**config.mk**
```make
export PLATFORM = sky130hd
export DESIGN_NAME = obj_affine_walker
export DESIGN_NICKNAME = d
export VERILOG_FILES = /design/src/rtl/obj_affine_pkg.sv /design/src/rtl/obj_affine_mac.sv /design/src/rtl/obj_affine_walker.sv
export SDC_FILE = /design/constraint.sdc
export NUM_CORES = 2
export LEC_CHECK = 0
export ABC_AREA = 1
export CAP_MARGIN = 20
export CORE_MARGIN = 2
export CORE_UTILIZATION = 59
export CTS_BUF_LIST = sky130_fd_sc_hd__clkbuf_4 sky130_fd_sc_hd__clkbuf_8 sky130_fd_sc_hd__clkbuf_16
export CTS_CLUSTER_SIZE = 24
export DETAILED_ROUTE_END_ITERATION = 6
export PLACE_DENSITY = 0.83
export SLEW_MARGIN = 20
export SYNTH_ARGS = -nofsm -noshare
export SYNTH_HDL_FRONTEND = slang
export SYNTH_SLANG_ARGS = --single-unit
export TNS_END_PERCENT = 30
```
**constraint.sdc**
```tcl
create_clock -name clock -period 4.4 [get_ports clock]
set_input_delay 0.66 -clock clock [delete_from_list [all_inputs] [get_ports clock]]
set_output_delay 0.66 -clock clock [all_outputs]
set_load 0.01 [all_outputs]
```
**src/rtl/obj_affine_pkg.sv**
```systemverilog
// rtl/obj_affine_pkg.sv - shared state type, default widths and accumulator sizing for the affine walker
package obj_affine_pkg;

    typedef enum logic [1:0] {
        IDLE = 2'd0,
        MUL  = 2'd1,
        SUM  = 2'd2,
        WALK = 2'd3
    } state_t;

    localparam int DEF_PARAM_W = 16;
    localparam int DEF_FRAC_W  = 8;
    localparam int DEF_DIST_W  = 9;
    localparam int DEF_COORD_W = 6;
    localparam int DEF_CNT_W   = 9;

    // Two products plus a bias need two guard bits above a single product.
    function automatic int acc_w(input int param_w, input int dist_w);
        return param_w + dist_w + 2;
    endfunction

endpackage

```
**src/rtl/obj_affine_mac.sv**
```systemverilog
// rtl/obj_affine_mac.sv - registered two-product signed multiply-add with integer bias for one axis
module obj_affine_mac
    import obj_affine_pkg::*;
#(
    parameter int PARAM_W = DEF_PARAM_W,
    parameter int DIST_W  = DEF_DIST_W,
    parameter int COORD_W = DEF_COORD_W,
    parameter int FRAC_W  = DEF_FRAC_W,
    parameter int ACC_W   = acc_w(DEF_PARAM_W, DEF_DIST_W)
) (
    input  logic                      clock,
    input  logic                      reset_L,
    input  logic                      mul_en,
    input  logic signed [PARAM_W-1:0] ka,
    input  logic signed [PARAM_W-1:0] kb,
    input  logic signed [DIST_W-1:0]  da,
    input  logic signed [DIST_W-1:0]  db,
    input  logic        [COORD_W-1:0] bias,
    output logic signed [ACC_W-1:0]   sum
);

    localparam int PROD_W = PARAM_W + DIST_W;

    logic signed [PROD_W-1:0] prod_a;
    logic signed [PROD_W-1:0] prod_b;

    always_ff @(posedge clock or negedge reset_L) begin
        if (!reset_L) begin
            prod_a <= '0;
            prod_b <= '0;
        end else if (mul_en) begin
            prod_a <= PROD_W'(ka) * PROD_W'(da);
            prod_b <= PROD_W'(kb) * PROD_W'(db);
        end
    end

    // Bias is an unsigned integer texel offset placed at the binary point.
    assign sum = ACC_W'(prod_a) + ACC_W'(prod_b) + (ACC_W'(bias) << FRAC_W);

endmodule

```
**src/rtl/obj_affine_walker.sv**
```systemverilog
// rtl/obj_affine_walker.sv - span walker stepping an affine texel coordinate one pixel per cycle
module obj_affine_walker
    import obj_affine_pkg::*;
#(
    parameter int PARAM_W = DEF_PARAM_W,
    parameter int FRAC_W  = DEF_FRAC_W,
    parameter int DIST_W  = DEF_DIST_W,
    parameter int COORD_W = DEF_COORD_W,
    parameter int CNT_W   = DEF_CNT_W
) (
    input  logic                      clock,
    input  logic                      reset_L,
    input  logic                      start_valid,
    output logic                      start_ready,
    input  logic signed [PARAM_W-1:0] pa,
    input  logic signed [PARAM_W-1:0] pb,
    input  logic signed [PARAM_W-1:0] pc,
    input  logic signed [PARAM_W-1:0] pd,
    input  logic signed [DIST_W-1:0]  dx0,
    input  logic signed [DIST_W-1:0]  dy,
    input  logic        [COORD_W-1:0] x_bias,
    input  logic        [COORD_W-1:0] y_bias,
    input  logic        [CNT_W-1:0]   span_len,
    input  logic                      wrap_en,
    input  logic                      flush,
    output logic                      out_valid,
    input  logic                      out_ready,
    output logic        [COORD_W-1:0] tx,
    output logic        [COORD_W-1:0] ty,
    output logic                      transparent,
    output logic                      last
);

    localparam int ACC_W = acc_w(PARAM_W, DIST_W);
    localparam int INT_HI = FRAC_W + COORD_W;

    state_t state, state_nx;

    logic signed [PARAM_W-1:0] pa_r, pb_r, pc_r, pd_r;
    logic signed [DIST_W-1:0]  dx0_r, dy_r;
    logic        [COORD_W-1:0] x_bias_r, y_bias_r;
    logic        [CNT_W-1:0]   len_r, cnt;
    logic                      wrap_r;
    logic signed [ACC_W-1:0]   acc_x, acc_y, sum_x, sum_y;
    logic                      accept, mul_en, load, step;

    always_ff @(posedge clock or negedge reset_L) begin
        if (!reset_L) state <= IDLE;
        else          state <= state_nx;
    end

    always_comb begin
        state_nx = state;
        if (flush) begin
            state_nx = IDLE;
        end else begin
            case (state)
                IDLE:    if (start_valid) state_nx = MUL;
                MUL:     state_nx = SUM;
                SUM:     state_nx = (len_r != '0) ? WALK : IDLE;
                WALK:    if (out_ready && last) state_nx = IDLE;
                default: state_nx = IDLE;
            endcase
        end
    end

    // flush outranks both span acceptance and the pixel handshake.
    always_comb begin
        start_ready = (state == IDLE);
        out_valid   = (state == WALK);
        mul_en      = (state == MUL);
        accept      = start_ready & start_valid & ~flush;
        load        = (state == SUM) & ~flush;
        step        = out_valid & out_ready & ~flush;
    end

    always_ff @(posedge clock or negedge reset_L) begin
        if (!reset_L) begin
            pa_r     <= '0;
            pb_r     <= '0;
            pc_r     <= '0;
            pd_r     <= '0;
            dx0_r    <= '0;
            dy_r     <= '0;
            x_bias_r <= '0;
            y_bias_r <= '0;
            len_r    <= '0;
            wrap_r   <= 1'b0;
        end else if (accept) begin
            pa_r     <= pa;
            pb_r     <= pb;
            pc_r     <= pc;
            pd_r     <= pd;
            dx0_r    <= dx0;
            dy_r     <= dy;
            x_bias_r <= x_bias;
            y_bias_r <= y_bias;
            len_r    <= span_len;
            wrap_r   <= wrap_en;
        end
    end

    obj_affine_mac #(
        .PARAM_W(PARAM_W), .DIST_W(DIST_W), .COORD_W(COORD_W), .FRAC_W(FRAC_W), .ACC_W(ACC_W)
    ) u_mac_x (
        .clock(clock), .reset_L(reset_L), .mul_en(mul_en),
        .ka(pa_r), .kb(pb_r), .da(dx0_r), .db(dy_r), .bias(x_bias_r), .sum(sum_x)
    );

    obj_affine_mac #(
        .PARAM_W(PARAM_W), .DIST_W(DIST_W), .COORD_W(COORD_W), .FRAC_W(FRAC_W), .ACC_W(ACC_W)
    ) u_mac_y (
        .clock(clock), .reset_L(reset_L), .mul_en(mul_en),
        .ka(pc_r), .kb(pd_r), .da(dx0_r), .db(dy_r), .bias(y_bias_r), .sum(sum_y)
    );

    always_ff @(posedge clock or negedge reset_L) begin
        if (!reset_L) begin
            acc_x <= '0;
            acc_y <= '0;
            cnt   <= '0;
        end else if (load) begin
            acc_x <= sum_x;
            acc_y <= sum_y;
            cnt   <= len_r;
        end else if (step) begin
            acc_x <= acc_x + ACC_W'(pa_r);
            acc_y <= acc_y + ACC_W'(pc_r);
            cnt   <= cnt - CNT_W'(1);
        end
    end

    // Outputs decode straight from registers, so backpressure holds them stable.
    assign tx          = acc_x[INT_HI-1:FRAC_W];
    assign ty          = acc_y[INT_HI-1:FRAC_W];
    assign transparent = ~wrap_r & ((|acc_x[ACC_W-1:INT_HI]) | (|acc_y[ACC_W-1:INT_HI]));
    assign last        = (cnt == CNT_W'(1));

endmodule

```
==> reports/metrics.yaml <==
cp.buffers_inverters: 5
worst-r2r-setup-slack_ns: -1.31
cp.arrival_ns: 6.15
core_area_um2: 66100
netlist_area_um2: 39540
cts_buffers: 35
slew_headroom_pct: 35.82
cts-root-buf: "clkbuf_16"
area_growth_pct: 25.73
path_clk_slew_ns: 0.07
nNetsFinal: 6776
fmax_mhz: 175.1
num_vias: 40960
cp-end-kind: "flip-flop"
clk-insertion-delay-late_ns: 0.59
grtUsageTotal_pct: 37.71
synth_flop_cell: "dfrtp_1"
drv_cap: 0
place_ws_ns: -0.4324
syn_nets: 6290
hpwl_um: 92610
ys_ff_latch: 269
cp.required_ns: 4.84
yosysWarnings: 0
yosysTopAreaCellShare_pct: 24.91
drtIter0Drc: 5230
skew_ns: 0.02111
wl_um: 154300
synth.distinct_cells: 42
hold_viol: 0
drc: 80
grt_pass1_vias: 39940
antenna_found_initial: 11
fin_ws_ns: -1.311
hold_class: "input pin to asynchronous set/reset pin"
die_width_um: 262.9
path_delay_family: "adder cells"
num_rows: 94
cp_slowest_cell: "fa_1"
port_buffers: 124
synth.yosys.seq_area_share_pct: 17.02
cts.path.max_buffers: 3
final_cells: 6720
report.final.slew_viol_count: 0
status: "finished with violations"
die_area_um2: 69100
worst_pin_slew_ns: 0.9627
cts.sink_count: 269
layout_min_cycle_time_ns: 5.711
die_h_um: 262.9
grt_max_degree: 112
finalCritPeriodShare_pct: 129.8
gp_congestion: 1.021
synth_area_leaders: "fa_1, dfrtp_1, nand2_1"
grt_pass1_wl_um: 207700
utilization_pct: 75.21
firstDrtPassIters: 7
dp.cells: 6542
slowest_delay_ns: 0.84
cts_hold_repair.buffers: 0
postRouteAntennaNets: 0
violations: "design-rule violations, negative setup slack"
io_pins: 125
setup_viol: 70
yosys.area.top_type: "fa_1"
worst-path-max-fanout: 6
h-tree-depth: 2
worstSetupPathType: "flip-flop to flip-flop"
path_cells: "buf_8 > buf_4 > buf_4 > nand2_1 > fa_1 > inv_1 > fa_1 > fa_2 > fa_1 > ha_4 > ha_4 > a21oi_2 > a21boi_4 > o21ai_4 > buf_4 > xnor2_2 > o21ai_1"
syn_inst: 5339
grt.overflow.total: 0
post_drt_wl_per_cell_um: 22.96
rsz0062_at_grt: "yes"
synth_edf_count: 0
critPathLaunchType: "flip-flop"
initial_core_util_pct: 59.82
drive_above_1_share_pct: 20.47
fin_setup_tns_ns: -48.30
synth_area_per_cell_um2: 7.406
tritoncts: "done"
routed_via_density: 6.094
ys_async_sr_fraction_pct: 100.0
-- synthesized netlist by cell type (10+ instances only) --
cell type,count
a21o_1,10
a21oi_1,181
a31oi_1,27
and2_1,15
buf_1,24
buf_2,29
buf_4,15
clkbuf_1,130
dfrtp_1,269
fa_1,492
ha_1,350
inv_1,1075
mux2_2,97
nand2_1,1700
nand3_1,229
nand3b_1,33
nand4_1,62
nor2_1,258
nor3_1,18
o21ai_0,135
o21ai_1,17
or2_2,21
xnor2_1,53
xor2_1,31
-- placed cells by master, fill, tap and decap left out, drive strengths merged --
cell and instances:
nand2 1700, inv 1084, buf 524, fa 492, ha 350, dfrtp 269, nor2 260, nand3 229
a21oi 181, o21ai 152, clkdlybuf4s50 123, mux2 97, nand4 62, xnor2 53, clkbuf 48, nand3b 33
xor2 31, a31oi 27, or2 22, nor3 19, and2 15, a21boi 13, a21o 10, nor4 9
o21bai 9, clkinv 9, o211ai 8, o21a 5, bufinv 5, diode 4, and3 4, o221ai 3
bufbuf 2, a221o 1, a32oi 1, o31ai 1, clkinvlp 1
-- cell families (layout without fill, tap and decap cells) --
group,after synthesis,in the layout,share of synthesized area [%]
simple gates,2353,2353,24.20
buf+inv,1283,1796,12.51
fa+ha+maj,842,842,35.99
compound gates,411,411,5.658
flops,269,269,17.02
mux,97,97,2.763
xor+xnor,84,84,1.861
other cells,0,4,0
-- final timing paths --
path	startpoint	to	cells past startpoint
setup / recovery	dy_r[2]	u_mac_x.prod_b[15]	17
max in group asynchronous	reset_L	u_mac_y.prod_b[24]	2
hold / removal	reset_L	acc_x[21]	1
setup reg to reg	dy_r[2]	u_mac_x.prod_b[15]	17
min in group clock	u_mac_y.prod_a[0]	u_mac_y.prod_a[0]	2
hold reg to reg	u_mac_y.prod_a[0]	u_mac_y.prod_a[0]	2
-- sequential cells by signal (all words and copies together) (netlist names), 16 cells and up --
signal,count
u_mac_y.prod_b,25
acc_y,27
u_mac_x.prod_b,25
u_mac_x.prod_a,25
pb_r,16
acc_x,27
pd_r,16
pc_r,16
pa_r,16
u_mac_y.prod_a,25
-- worst register-to-register path, stage by stage, from the launching register on --
cell and delay [ns]:
dfrtp_2 0.40, buf_8 0.15, buf_4 0.12, buf_4 0.10, nand2_1 0.25, fa_1 0.85, inv_1 0.14, fa_1 0.80
fa_2 0.55, fa_1 0.52, ha_4 0.32, ha_4 0.21, a21oi_2 0.19, a21boi_4 0.36, o21ai_4 0.14, buf_4 0.18
xnor2_2 0.19, o21ai_1 0.09
-- metrics by stage --
| stage | area, um2 | hold WS, ns |
|---|---|---|
| after detailed placement | 44570 | 0.4731 |
| after global routing | 49710 | 0.2195 |
| after global placement | 44570 | 0.4573 |
| after CTS | 47960 | 0.1676 |
| after floorplan | 39890 | 0.3644 |
| final | 49710 | 0.1389 |
-- metal layers --
metal  vias to the layer above  GRT usage (%)  routed length (um)
met3                      1337          7.103               20530
met1                     19060          45.90               50040
met4                        10          22.76               15830
met5                         -              0                  58
met2                      3353          62.49               67840
li1                      17200              -                   -
-- layout make-up --
class                   count  area, um2
clock inverters            19      252.7
flip-flops and latches    269       6759
repair buffers            652       5898
multi-input cells        3787      30670
clock buffers              45      982.2
well taps                 864       1081
inverters                1080       4061
diodes                      4      10.01
fillers                  4140      16390
-- what timing repair did --
item	CTS	global route
setup endpoints to repair	65	71
buffers inserted	54	48
gates cloned	7	3
pin swaps	128	164
resized for setup	321	302
Power is left out: the tool's default activity adds up to more than one toggle a clock period on the data nets, which glitch-free logic cannot reach.
